**config.mk**
```make
export PLATFORM = sky130hd
export DESIGN_NAME = load_strobe_ctrl
export DESIGN_NICKNAME = d
export VERILOG_FILES = /design/src/rtl/load_strobe_ctrl.sv
export SDC_FILE = /design/constraint.sdc
export NUM_CORES = 1
export LEC_CHECK = 0
export CAP_MARGIN = 5
export CORE_MARGIN = 2
export CORE_UTILIZATION = 50
export DETAILED_ROUTE_END_ITERATION = 8
export DONT_BUFFER_PORTS = 1
export SLEW_MARGIN = 10
export SYNTH_ARGS = -nofsm -noshare
export SYNTH_HDL_FRONTEND = slang
export SYNTH_SLANG_ARGS = --single-unit
```
**constraint.sdc**
```tcl
create_clock -name clk -period 4.4 [get_ports clk]
set_input_delay 0.88 -clock clk [delete_from_list [all_inputs] [get_ports clk]]
set_output_delay 0.88 -clock clk [all_outputs]
set_load 0.05 [all_outputs]
```
**src/rtl/load_strobe_ctrl.sv**
```systemverilog
// load_strobe_ctrl: per-channel sync/debounce/edge-qualified load strobes with shared index, collision and count
module load_strobe_ctrl #(
    parameter int NCH = 4,
    parameter int DEBOUNCE = 4,
    parameter int CNT_W = 8,
    localparam int IDX_W = (NCH > 1) ? $clog2(NCH) : 1
) (
    input  logic             clk,
    input  logic             reset,
    input  logic [NCH-1:0]   ready_in,
    input  logic             clr_collision,
    output logic [NCH-1:0]   load_pulse,
    output logic [NCH-1:0]   held,
    output logic [NCH-1:0]   load_n,
    output logic             ch_valid,
    output logic [IDX_W-1:0] ch_idx,
    output logic             collision,
    output logic [CNT_W-1:0] load_count
);
    localparam int CW = $clog2(DEBOUNCE + 1);
    localparam int PW = $clog2(NCH + 1);
    localparam logic [CW-1:0] ONE = CW'(1);
    localparam logic [CW-1:0] DB = CW'(DEBOUNCE);

    typedef enum logic [1:0] {IDLE, QUAL, HELD, REL} state_e;

    state_e          st [NCH];
    logic [CW-1:0]   cnt [NCH];
    logic [NCH-1:0]  sync1, sync;
    logic [PW-1:0]   pc;
    logic [IDX_W-1:0] lo;

    assign load_n = ~held;

    always_ff @(posedge clk or negedge reset) begin
        if (!reset) begin
            sync1 <= '0;
            sync <= '0;
            load_pulse <= '0;
            held <= '0;
            for (int i = 0; i < NCH; i++) begin
                st[i] <= IDLE;
                cnt[i] <= '0;
            end
        end else begin
            sync1 <= ready_in;
            sync <= sync1;
            for (int i = 0; i < NCH; i++) begin
                load_pulse[i] <= 1'b0;
                case (st[i])
                    IDLE: if (sync[i]) begin
                        if (DEBOUNCE == 1) begin
                            st[i] <= HELD;
                            load_pulse[i] <= 1'b1;
                            held[i] <= 1'b1;
                        end else begin
                            st[i] <= QUAL;
                            cnt[i] <= ONE;
                        end
                    end
                    QUAL: if (!sync[i]) begin
                        st[i] <= IDLE;
                        cnt[i] <= '0;
                    end else if (cnt[i] + ONE == DB) begin
                        st[i] <= HELD;
                        cnt[i] <= '0;
                        load_pulse[i] <= 1'b1;
                        held[i] <= 1'b1;
                    end else begin
                        cnt[i] <= cnt[i] + ONE;
                    end
                    HELD: if (!sync[i]) begin
                        if (DEBOUNCE == 1) begin
                            st[i] <= IDLE;
                            held[i] <= 1'b0;
                        end else begin
                            st[i] <= REL;
                            cnt[i] <= ONE;
                        end
                    end
                    REL: if (sync[i]) begin
                        st[i] <= HELD;
                        cnt[i] <= '0;
                    end else if (cnt[i] + ONE == DB) begin
                        st[i] <= IDLE;
                        cnt[i] <= '0;
                        held[i] <= 1'b0;
                    end else begin
                        cnt[i] <= cnt[i] + ONE;
                    end
                    default: st[i] <= IDLE;
                endcase
            end
        end
    end

    // scan high to low so the last hit is the lowest pulsing channel
    always_comb begin
        pc = '0;
        lo = '0;
        for (int i = NCH - 1; i >= 0; i--) begin
            pc = pc + PW'(load_pulse[i]);
            if (load_pulse[i]) lo = IDX_W'(i);
        end
    end

    always_ff @(posedge clk or negedge reset) begin
        if (!reset) begin
            ch_valid <= 1'b0;
            ch_idx <= '0;
            collision <= 1'b0;
            load_count <= '0;
        end else begin
            ch_valid <= |load_pulse;
            ch_idx <= (|load_pulse) ? lo : ch_idx;
            collision <= (pc >= PW'(2)) | (collision & ~clr_collision);
            load_count <= load_count + CNT_W'(pc);
        end
    end
endmodule

```
Word level (Yosys, flattened, before mapping)
Index checks and enable logic that the tools add are counted.
W data, S select, Z words.
Word-level totals
  logic and storage cells: 189
  register bits: 48
  input port bits: 7
  output and inout bits: 24
Operators by class
  add/sub/neg operators: 8
  bitwise gates (word level): 4
  multiplexer cells: 88
  reductions and logical operators: 21
  eq/ne operators: 48
  order comparisons: 1
Operators by type and width (number)
  $mux W3: 20
  $mux W2: 28
  $ne A2 B2 Y1 const B: 24
  $pmux W3 S4: 4
  $pmux W2 S4: 4
  $mux W1: 28
  $ne A3 B3 Y1 const B: 8
  $reduce_and A5 Y1: 4
  $eq A2 B2 Y1 const B: 8
  $reduce_and A4 Y1: 4
  $add A3 B1 Y3 const B: 4
  $eq A3 B3 Y1 const B: 4
  $add A8 B3 Y8: 1
  $eq A2 B1 Y1 const B: 4
  $logic_not A2 Y1: 4
  $pmux W1 S2: 4
  $reduce_and A2 Y1: 4
  $reduce_bool A2 Y1: 4
  $not A4 Y4: 1
  $reduce_or A4 Y1: 1
  $add A2 B1 Y3: 1
  $add A3 B1 Y3: 1
  $ge A3 B2 Y1 const B: 1
  $add A1 B1 Y2: 1
  3 further kinds: 3

Depth between registers and ports, before layout
  word-level depth: 5
  gate-level depth with buffers: 8
  gate-level depth less buffers: 8

Worst setup path after synthesis
Ideal clock, no wire load.
  path type: register to register
  from: register load_pulse[0]
  to: register load_count[6]
  arrival time: 2.550 ns
  required time: 4.259 ns
  path slack: 1.709 ns
  stages on the path, launching flop included: 9
  library setup time: 0.141 ns
  path buffers: 0
  clock period less this slack: 2.691 ns
  path through: dfrtp_1 > fa_1 > ha_1 > ha_1 > inv_1 > fa_1 > nor2b_1 > o2111ai_1 > xnor2_1
On the way
  word-level cells in the longest chain between the ends: 2
RTL lines
  from (decl): line 12  | output logic [NCH-1:0] load_pulse,
  from (signal assigned): line 39  | load_pulse <= '0;
  from (signal, indexed assignment): line 49  | load_pulse[i] <= 1'b0;
  from (signal, indexed assignment): line 54  | load_pulse[i] <= 1'b1;
  $add A3 B1 Y3: line 102  | pc = pc + PW'(load_pulse[i]);
  $add A8 B3 Y8: line 117  | load_count <= load_count + CNT_W'(pc);
  to (signal assigned): line 117
  to (decl): line 18  | output logic [CNT_W-1:0] load_count
No other way between the ends.
A chain may end at the register's enable or synchronous reset.

Worst setup path after layout
Ends and elaborated chain as after synthesis.

==> impl_metrics.py <==
metrics = {
    "logic_synthesis": {
        "synth.avg_cell_area_sq_um": 11.7,
        "synth_compound_area_frac": 0.0972,
        "synthCells": 180,
        "synth.most_common_cell": "dfrtp_1",
        "yosys.area_share.simple": 0.104,
        "synth_cell_types": 35,
        "synth.top_cell.area_share": 0.569,
        "ys_top_cells_by_area": "dfrtp_1, ha_1, inv_1",
        "async_flop_share": 1.00,
        "syn_nets": 207,
        "synthAdderAreaFrac": 0.126,
        "yosys_warnings": 0,
        "synthFlopType": "dfrtp_1",
        "syn-cell-area_sq_mm": 0.00211,
        "synth_mux_area_frac": 0.0207,
        "yosysSeqAreaShare": 0.569,
        "ys_ff_latch": 48,
        "synth_xor_area_frac": 0.0456,
        "synth_edf_count": 0,
        "netlist_top_cells_count": "dfrtp_1, inv_1, ha_1",
        "yosysTopAreaCell": "dfrtp_1",
        "synth_top_family_by_area": "adder cells",
    },
    "route": {
        "drt_wl_total_um": 3200,
        "routed_via_density": 5.35,
        "first_iter_violations": 44,
        "vias": 1269,
        "first_pass_iters": 4,
        "remaining_drc_errors": 0,
        "wl_per_cell_um": 13.5,
        "ant_nets": 0,
    },
    "critical_path": {
        "reg2reg_slack_ns": 1.57,
        "critPathCaptureType": "flip-flop",
        "critPathMaxFanout": 5,
        "cp_data_required_time_ns": 4.57,
        "setup.worst_path.start_class": "flip-flop",
        "worst-endpoint-arrival_ns": 3.00,
        "crit_type": "flip-flop to flip-flop",
    },
    "clocking": {
        "cts.sinks": 48,
        "cts-resized-gates": 0,
        "cts_root_buf": "clkbuf_8",
        "cts_buffer_depth": 2,
        "clk_latency_ns": 0.30,
        "cts-buffers-inserted": 5,
        "clkTransAtPathRegs_ns": 0.09,
        "cts_tree": "done",
        "cts_setup_buffers": 0,
        "htree_num_levels": 2,
        "postCtsHoldBufs": 0,
    },
    "placed_design": {
        "placed_cell_area_sq_mm": 0.00217,
        "dp_hpwl_um": 2320,
        "globalplace.congestion": 0.795,
        "portBuffers": 0,
        "post-place-ws_ns": 1.57,
    },
    "global_route": {
        "antenna_found_initial": 0,
        "grt_use_total": 0.156,
        "grt_pass1_wl_um": 5460,
        "grt_overflow": 0,
        "grt_pass1_vias": 1291,
        "grt_max_degree": 49,
    },
    "floorplan": {
        "design.die.area_sq_mm": 0.00476,
        "core-area_sq_mm": 0.00403,
        "io_pins": 31,
        "start_util": 0.524,
        "std_cell_rows": 23,
        "die_w_um": 69.0,
        "die_y_um": 69.0,
    },
    "finish": {
        "syn2layout_area_growth_pct": 8.06,
        "fin_util": 0.566,
        "drive_gt1_frac": 0.0428,
        "nFillCells": 343,
        "final_cell_area_sq_mm": 0.00228,
        "antenna_cells": 0,
        "final_nets": 213,
    },
    "timing": {
        "setup_violations": 0,
        "slew_violations": 0,
        "skew_ns": 0.00827,
        "slew_headroom": 0.602,
        "period_share": 0.642,
        "hold_viol": 0,
        "clock.fmax_mhz": 354,
        "rsz0062_at_grt": "false",
        "finalCriticalPeriod_ns": 2.83,
        "tns_ns": 0,
        "finalWorstSetupSlack_ns": 1.57,
        "tightest_slew_ns": 0.596,
    },
    "pwr": {
        "power-per-cell-area_mw_per_mm2": 592,
        "power_mw": 1.35,
        "ir_drop_mv": 0.333,
        "leakage_nw": 1.07,
    },
    "run_status": {
        "status": "complete, no violations",
    },
    "job": {
        "cap_violations": 0,
    },
    "min_path": {
        "holdCritPathClass": "input pin to asynchronous set/reset pin",
    },
}
## state kept, by name, summed over array words and instances, names as in the netlist, named ones only
name,cells
ch_valid,1
ch_idx,2
load_count,8
collision,1
held,4
sync,4
cnt,12
load_pulse,4
sync1,4
st,4
## cell type report
type / instances / area (sq um) / area share
Sequential cell: 48 / 1200 / 0.527
Tap cell: 50 / 62.6 / 0.0274
Inverter: 20 / 75.1 / 0.0329
Clock inverter: 3 / 42.5 / 0.0187
Multi-Input combinational cell: 111 / 831 / 0.364
Clock buffer: 5 / 68.8 / 0.0302
## per-stage QoR
| step | std cells | hold slack, ns |
|---|---|---|
| 2_1_floorplan | 180 | 0.331 |
| 3_3_place_gp | 229 | 0.333 |
| 3_5_place_dp | 229 | 0.336 |
| 4_1_cts | 237 | 0.258 |
| 5_1_grt | 237 | 0.241 |
| 6_report | 237 | 0.266 |
## per-layer routing
| metal | vias to the layer above | routed length, um | GRT usage | share of wire |
|---|---|---|---|---|
| li1 | 611 | - | - | - |
| met1 | 622 | 1470 | 0.191 | 0.46 |
| met2 | 31 | 1470 | 0.254 | 0.46 |
| met3 | 5 | 217 | 0.0455 | 0.068 |
| met4 | 0 | 46 | 0.0735 | 0.014 |
| met5 | - | 0 | 0 | 0 |
## cells in the final DEF (no fill, tap or decap), types with 4 or more instances in the layout
cell / count
o31ai_1: 5
nor2_1: 7
ha_1: 18
nand3_1: 8
dfrtp_1: 48
xor2_1: 4
nand2_1: 14
a21oi_1: 6
xnor2_1: 7
clkbuf_8: 5
inv_1: 20
o21ai_1: 7
## path summary, 6_finish.rpt
kind / cells past startpoint / to / start
max in group asynchronous: 0 / cnt[2]$_DFFE_PN0P_ / reset
max reg2reg: 8 / load_count[6]$_DFF_PN0_ / load_pulse[0]$_DFF_PN0_
max: 8 / load_count[6]$_DFF_PN0_ / load_pulse[0]$_DFF_PN0_
min in group clk: 0 / sync[3]$_DFF_PN0_ / sync1[3]$_DFF_PN0_
min reg2reg: 0 / sync[3]$_DFF_PN0_ / sync1[3]$_DFF_PN0_
min: 0 / load_count[4]$_DFF_PN0_ / reset
## report_power, final
| group | total (mW) | internal, mW | switching [mW] |
|---|---|---|---|
| Sequential | 0.775 | 0.544 | 0.231 |
| Combinational | 0.264 | 0.118 | 0.146 |
| Clock | 0.312 | 0.168 | 0.144 |
## cell families (layout without fill, tap and decap cells)
kind of cell	after synthesis	in the layout
buffers and inverters	21	28
DFF	48	48
and+or+nand+nor	44	44
xor gates and xnor gates	11	11
muxes	4	4
AOI/OAI and AO/OA	32	32
adders and majority gates	20	20
## worst max-delay path, cell delays in order (launching register included)
cell	delay, ns
dfrtp_1	0.73
fa_1	0.51
ha_1	0.21
ha_1	0.30
inv_1	0.06
fa_1	0.42
nor2b_1	0.17
o2111ai_1	0.14
xnor2_1	0.17
No activity file was read; power rests on OpenSTA's default activity.
